## src/rtl/multicycle_control_fsm.sv

```systemverilog
// Multicycle RV32I control FSM: FETCH/DECODE/EXECUTE/MEM/WB sequencing
// with MemReady stalls, memory-wait timeout and illegal-opcode pulse.
module multicycle_control_fsm #(
    parameter int OP_W        = 7,
    parameter int MEM_TIMEOUT = 64,
    parameter int CNT_W       = $clog2(MEM_TIMEOUT + 1)
) (
    input  logic            CLK,
    input  logic            RST,
    input  logic [OP_W-1:0] OP,
    input  logic            Zero,
    input  logic            MemReady,
    output logic            PCWrite,
    output logic            AdrSrc,
    output logic            MemRead,
    output logic            MemWrite,
    output logic            IRWrite,
    output logic            RegWrite,
    output logic [1:0]      ResultSrc,
    output logic [1:0]      ALUSrcA,
    output logic [1:0]      ALUSrcB,
    output logic [1:0]      ALUOp,
    output logic [2:0]      ImmSrc,
    output logic            Illegal,
    output logic            BusError,
    output logic [3:0]      State
);

    localparam int CW = (CNT_W > 0) ? CNT_W : 1;
    localparam logic [CW-1:0] TO_LAST =
        CW'((MEM_TIMEOUT > 0) ? MEM_TIMEOUT - 1 : 0);

    localparam logic [OP_W-1:0] OP_LW  = OP_W'(7'b0000011);
    localparam logic [OP_W-1:0] OP_SW  = OP_W'(7'b0100011);
    localparam logic [OP_W-1:0] OP_R   = OP_W'(7'b0110011);
    localparam logic [OP_W-1:0] OP_I   = OP_W'(7'b0010011);
    localparam logic [OP_W-1:0] OP_JAL = OP_W'(7'b1101111);
    localparam logic [OP_W-1:0] OP_BEQ = OP_W'(7'b1100011);

    typedef enum logic [3:0] {
        S_FETCH    = 4'd0,
        S_DECODE   = 4'd1,
        S_MEMADR   = 4'd2,
        S_MEMREAD  = 4'd3,
        S_MEMWB    = 4'd4,
        S_MEMWRITE = 4'd5,
        S_EXECR    = 4'd6,
        S_EXECI    = 4'd7,
        S_ALUWB    = 4'd8,
        S_JAL      = 4'd9,
        S_BEQ      = 4'd10,
        S_ILLEGAL  = 4'd11
    } state_e;

    state_e        state_q, state_d;
    logic [CW-1:0] cnt_q, cnt_d;
    logic          wait_st, timeout, pc_update, branch;

    // State and wait-counter registers, synchronous active-low reset.
    always_ff @(posedge CLK) begin
        if (!RST) begin
            state_q <= S_FETCH;
            cnt_q   <= '0;
        end else begin
            state_q <= state_d;
            cnt_q   <= cnt_d;
        end
    end

    // Next state, wait counter and Moore outputs decoded from state.
    always_comb begin
        state_d   = state_q;
        cnt_d     = '0;
        AdrSrc    = 1'b0;
        MemRead   = 1'b0;
        MemWrite  = 1'b0;
        IRWrite   = 1'b0;
        RegWrite  = 1'b0;
        ResultSrc = 2'b00;
        ALUSrcA   = 2'b00;
        ALUSrcB   = 2'b00;
        ALUOp     = 2'b00;
        Illegal   = 1'b0;
        BusError  = 1'b0;
        pc_update = 1'b0;
        branch    = 1'b0;

        wait_st = (state_q == S_FETCH) || (state_q == S_MEMREAD) ||
                  (state_q == S_MEMWRITE);
        timeout = (MEM_TIMEOUT > 0) && wait_st && !MemReady &&
                  (cnt_q == TO_LAST);

        unique case (state_q)
            S_FETCH: begin
                MemRead   = 1'b1;
                ALUSrcB   = 2'b10;
                ResultSrc = 2'b10;
                IRWrite   = MemReady;
                pc_update = MemReady;
                if (MemReady) state_d = S_DECODE;
            end
            S_DECODE: begin
                ALUSrcA = 2'b01;
                ALUSrcB = 2'b01;
                if (OP == OP_LW || OP == OP_SW) state_d = S_MEMADR;
                else if (OP == OP_R)            state_d = S_EXECR;
                else if (OP == OP_I)            state_d = S_EXECI;
                else if (OP == OP_JAL)          state_d = S_JAL;
                else if (OP == OP_BEQ)          state_d = S_BEQ;
                else                            state_d = S_ILLEGAL;
            end
            S_MEMADR: begin
                ALUSrcA = 2'b10;
                ALUSrcB = 2'b01;
                state_d = (OP == OP_LW) ? S_MEMREAD : S_MEMWRITE;
            end
            S_MEMREAD: begin
                AdrSrc  = 1'b1;
                MemRead = 1'b1;
                if (MemReady) state_d = S_MEMWB;
            end
            S_MEMWB: begin
                ResultSrc = 2'b01;
                RegWrite  = 1'b1;
                state_d   = S_FETCH;
            end
            S_MEMWRITE: begin
                AdrSrc   = 1'b1;
                MemWrite = 1'b1;
                if (MemReady) state_d = S_FETCH;
            end
            S_EXECR: begin
                ALUSrcA = 2'b10;
                ALUOp   = 2'b10;
                state_d = S_ALUWB;
            end
            S_EXECI: begin
                ALUSrcA = 2'b10;
                ALUSrcB = 2'b01;
                ALUOp   = 2'b10;
                state_d = S_ALUWB;
            end
            S_ALUWB: begin
                RegWrite = 1'b1;
                state_d  = S_FETCH;
            end
            S_JAL: begin
                ALUSrcA   = 2'b01;
                ALUSrcB   = 2'b10;
                pc_update = 1'b1;
                state_d   = S_ALUWB;
            end
            S_BEQ: begin
                ALUSrcA = 2'b10;
                ALUOp   = 2'b01;
                branch  = 1'b1;
                state_d = S_FETCH;
            end
            S_ILLEGAL: begin
                Illegal = 1'b1;
                state_d = S_FETCH;
            end
            default: state_d = S_FETCH;
        endcase

        if (timeout) begin
            BusError = 1'b1;
            state_d  = S_FETCH;
        end else if (wait_st && !MemReady) begin
            cnt_d = cnt_q + CW'(1);
        end

        PCWrite = pc_update | (branch & Zero);

        if (!RST) begin
            MemRead  = 1'b0;
            MemWrite = 1'b0;
            IRWrite  = 1'b0;
            RegWrite = 1'b0;
            PCWrite  = 1'b0;
            Illegal  = 1'b0;
            BusError = 1'b0;
        end
    end

    // Immediate format follows the opcode in every state.
    always_comb begin
        ImmSrc = 3'b000;
        if (OP == OP_SW)       ImmSrc = 3'b001;
        else if (OP == OP_BEQ) ImmSrc = 3'b010;
        else if (OP == OP_JAL) ImmSrc = 3'b011;
    end

    assign State = state_q;

endmodule
```

## config.mk

```make
export PLATFORM = sky130hd
export DESIGN_NAME = multicycle_control_fsm
export DESIGN_NICKNAME = d
export VERILOG_FILES = /design/src/rtl/multicycle_control_fsm.sv
export SDC_FILE = /design/constraint.sdc
export NUM_CORES = 1
export LEC_CHECK = 0
export ABC_AREA = 0
export CAP_MARGIN = 30
export CORE_UTILIZATION = 45
export CTS_BUF_LIST = sky130_fd_sc_hd__clkbuf_2 sky130_fd_sc_hd__clkbuf_4 sky130_fd_sc_hd__clkbuf_8
export DETAILED_ROUTE_END_ITERATION = 8
export PLACE_DENSITY = 0.82
export RECOVER_POWER = 25
export SETUP_SLACK_MARGIN = 0.02
export SYNTH_ARGS = -nofsm -noshare
export SYNTH_HDL_FRONTEND = slang
export SYNTH_SLANG_ARGS = --single-unit
```

## constraint.sdc

```tcl
create_clock -name CLK -period 2 [get_ports CLK]
set_clock_uncertainty 0.2 [all_clocks]
set_input_delay 0.2 -clock CLK [delete_from_list [all_inputs] [get_ports CLK]]
set_output_delay 0.2 -clock CLK [all_outputs]
set_load 0.1 [all_outputs]
```

==> flow_summary.json, run 1 <==
{
  "gp_congestion": 0.8218,
  "start_util_pct": 49.26,
  "rows": 15,
  "die_y_um": 46.18,
  "synth_edf_count": 0,
  "tool.error": "[ERROR DPL-0038] Utilization greater than 100%, impossible to legalize",
  "synth_area_um2": 878.3,
  "htreeDepth": 1,
  "ctsResizeCount": 13,
  "cts_sinks": 11,
  "ctsHoldBuffers": 0,
  "yosysUniqueCellTypes": 43,
  "syn_area_per_cell_um2": 7.842,
  "synthFlopType": "dfxtp_1",
  "die_x_um": 46.18,
  "status": "did not finish",
  "synth_seq_cells": 11,
  "clock_path_buffers": 2,
  "clockRootBuffer": "clkbuf_4",
  "post_cts_buffers": 14,
  "syn_nets": 124,
  "dpl.hpwl_um": 2672,
  "syn-instance-count": 112,
  "stop_stage": "clock tree synthesis (4_1_cts)",
  "ioPinCount": 34,
  "numCtsBuffers": 3,
  "yosysWarnings": 0,
  "numPortBuffers": 32,
  "ys_seq_area_share_pct": 25.07,
  "ys_async_sr_fraction_pct": 0
}
## metrics by stage
step | TNS, ns | utilization, % | worst slack (ns) | cell area [um2] | cells
3_5_place_dp | -0.1871 | 93.47 | -0.09581 | 1667 | 169
3_3_place_gp | 0 | 93.47 | 0.04999 | 1667 | 169
2_1_floorplan | -2.177 | - | -0.4021 | 1182 | 112
## Yosys cell counts, types with 2 or more instances
| cell | n | area, um2 |
|---|---|---|
| buf_6 | 2 | 22.52 |
| clkbuf_1 | 4 | 15.01 |
| and2_1 | 2 | 12.51 |
| buf_4 | 2 | 15.01 |
| nor3_1 | 4 | 20.02 |
| o21ai_0 | 2 | 10.01 |
| dfxtp_1 | 11 | 220.2 |
| nand2b_1 | 2 | 12.51 |
| o2bb2ai_1 | 3 | 26.28 |
| and4_1 | 2 | 17.52 |
| a31oi_1 | 3 | 18.77 |
| buf_2 | 2 | 10.01 |
| nor2_1 | 15 | 56.30 |
| xor2_1 | 3 | 26.28 |
| xnor2_1 | 5 | 43.79 |
| inv_1 | 2 | 7.510 |
| nor2b_1 | 3 | 18.77 |
| nor4_1 | 2 | 12.51 |
| nand3_1 | 4 | 20.02 |
| a21oi_1 | 6 | 30.03 |
| nor3b_1 | 5 | 37.54 |
| nand2_1 | 7 | 26.28 |
## cells by family after synthesis
group                    after synthesis  share of synthesized area, %
AO/OA/AOI/OAI                         20                         15.67
XOR/XNOR                               9                         9.830
adder cells (fa/ha/maj)                1                         1.424
buffers and inverters                 12                         7.976
flip-flops                            11                         25.07
multiplexers                           1                         1.567
other                                  1                        0.4269
AND/OR/NAND/NOR                       57                         38.04
==> inputs of run 2 (changes only) <==
- CORE_AREA: unset -> 2 2 63 65
- CORE_UTILIZATION: 45 -> unset
- CTS_BUF_LIST: sky130_fd_sc_hd__clkbuf_2 sky130_fd_sc_hd__clkbuf_4 sky130_fd_sc_hd__clkbuf_8 -> unset
- DIE_AREA: unset -> 0 0 65 67
- PLACE_DENSITY: 0.82 -> unset
- PLACE_DENSITY_LB_ADDON: unset -> 0.15
- SETUP_SLACK_MARGIN: 0.02 -> unset
==> flow_summary.json, run 2 <==
{
  "final_cells": 207,
  "grt_start_max_net_pins": 13,
  "setup_violations": 0,
  "avgViaCountPerCell": 4.700,
  "clkTransAtPathRegs_ns": 0.05,
  "die_x_um": 65,
  "startpoint_type": "flip-flop",
  "synth_seq_cells": 11,
  "clockRootBuffer": "clkbuf_8",
  "min_path_type": "reg2reg",
  "gp_congestion": 0.7788,
  "worst_setup_path_end_kind": "primary output",
  "wirelength_um": 2488,
  "hp-start": "cnt_q[6]",
  "drc": 0,
  "period_minus_slack_ns": 1.998,
  "grt_pass1_wl_um": 4209,
  "ys_seq_area_share_pct": 25.07,
  "clk_latency_ns": 0.24,
  "die_y_um": 67,
  "preCtsSetupSlack_ns": 0.01281,
  "synth.most_common_cell": "nor2_1",
  "dpl.hpwl_um": 1918,
  "cp_max_fo": 4,
  "grt_pass1_vias": 985,
  "die_area_um2": 4355,
  "yosysUniqueCellTypes": 43,
  "synth_area_um2": 878.3,
  "layout_commonest_cell": "buf_12",
  "dp.cells": 195,
  "finalPower_mw": 2.710,
  "syn_area_per_cell_um2": 7.842,
  "path_class": "reg2out",
  "grt_setup_unrepaired": "true",
  "syn-instance-count": 112,
  "first_iter_violations": 24,
  "clock_path_buffers": 2,
  "ir_drop_v": 0.0006707,
  "start_util_pct": 24.36,
  "critPathRequiredTime_ns": 1.60,
  "syn_nets": 124,
  "ys_async_sr_fraction_pct": 0,
  "synth_top_area_cell": "dfxtp_1",
  "antenna_left": 0,
  "yosysWarnings": 0,
  "yosys-top-cells-area": "dfxtp_1, nor2_1, xnor2_1",
  "cts_tree": "yes",
  "via_count": 973,
  "max_cap_violations": 0,
  "crit_arrival_ns": 1.60,
  "largest_reg_flops": 7,
  "first_pass_iters": 4,
  "grt_use_total_pct": 12.28,
  "drive_gt1_share_pct": 52.20,
  "n_fill_cell": 334,
  "layout_common_cells": "buf_12, buf_4, nor2_1",
  "fmax_mhz": 500.5,
  "ioPinCount": 34,
  "num_antenna_cells": 0,
  "rows": 22,
  "grt_overflow_total": 0,
  "critPathLaunch": "State[2]",
  "fin_util_pct": 52.36,
  "synthFlopType": "dfxtp_1",
  "antenna_found_initial": 0,
  "wl_per_cell_um": 12.02,
  "status": "finished clean",
  "nets": 172,
  "fin_crit_sh_pct": 99.91,
  "p_leak_nw": 0.6764,
  "synth_top_area_share_pct": 25.07,
  "worstReg2RegStart": "State[3]",
  "numPortBuffers": 32,
  "ys_top_cells_by_count": "nor2_1, dfxtp_1, nand2_1",
  "numCtsBuffers": 3,
  "htreeDepth": 1,
  "synth_edf_count": 0,
  "hold_violations": 0,
  "core_um2": 3606,
  "largest_register": "cnt_q",
  "drv_slew": 0,
  "cts_sinks": 11,
  "timing.final.ws_setup_ns": 0.001857,
  "powerDensity_nw_per_um2": 1436,
  "area_delta_synth_final_pct": 115.0
}
[run 2: layer usage]
metal	wire length [um]	global-route usage, %	vias up
met3	138	3.378	4
met5	0	0	-
met1	1049	14.60	448
li1	-	-	494
met4	23	3.191	0
met2	1277	21.65	27
[run 2: power by group]
| part | switching (mW) | leakage (nW) | internal (mW) |
|---|---|---|---|
| registers | 0.0733 | 0.0921 | 0.260 |
| clock network | 0.0820 | 0.0228 | 0.140 |
| logic | 1.29 | 0.562 | 0.868 |
| total | 1.44 | 0.676 | 1.27 |
[run 2: per-stage QoR]
stage	TNS, ns	cell area (um2)	hold slack, ns
6_report	0	1888	0.2504
5_1_grt	-0.1030	1888	0.2767
4_1_cts	-0.03159	1843	0.2447
3_5_place_dp	0	1718	0.2378
3_3_place_gp	0	1718	0.2310
2_1_floorplan	-2.177	1182	0.1844
[run 2: final cells by class]
cell class              instances  area [um2]  area share (%)
clock buffers                   4       45.04           2.386
multi-input cells              89       830.8           44.00
repair buffers                 53       709.4           37.57
well taps                      48       60.06           3.181
inverters                       2       7.507          0.3976
flip-flops and latches         11       235.2           12.46
[run 2: final timing paths]
path                                 end  slack, ns  cells past startpoint
worst max-delay path            BusError      0.002                      5
worst min-delay path            cnt_q[6]       0.25                      2
worst max register to register  State[0]       0.25                      4
worst min register to register  cnt_q[6]       0.25                      2
[run 2: timing repair]
action | in CTS | in global routing
gates resized for setup | 3 | 7
hold buffers | 0 | 0
pin swaps | 2 | 2
endpoints found under the setup margin | 2 | 4
setup buffers | 8 | 0
[run 2: cells by family (layout without fill, tap and decap cells)]
logic type | after synthesis | after routing | synth area share [%]
adder cells (fa/ha/maj) | 1 | 1 | 1.424
flip-flops | 11 | 11 | 25.07
AO/OA/AOI/OAI | 20 | 20 | 15.67
buffers and inverters | 12 | 59 | 7.976
multiplexers | 1 | 1 | 1.567
XOR/XNOR | 9 | 9 | 9.830
AND/OR/NAND/NOR | 57 | 57 | 38.04
other | 1 | 1 | 0.4269
[run 2: worst max-delay path, stage by stage, from the launching register on]
cell and delay (ns):
dfxtp_4 0.36, and2b_1 0.22, mux2i_2 0.08, or3_4 0.39
nor2b_4 0.13, buf_12 0.18
No activity file was read; power rests on OpenSTA's default activity.
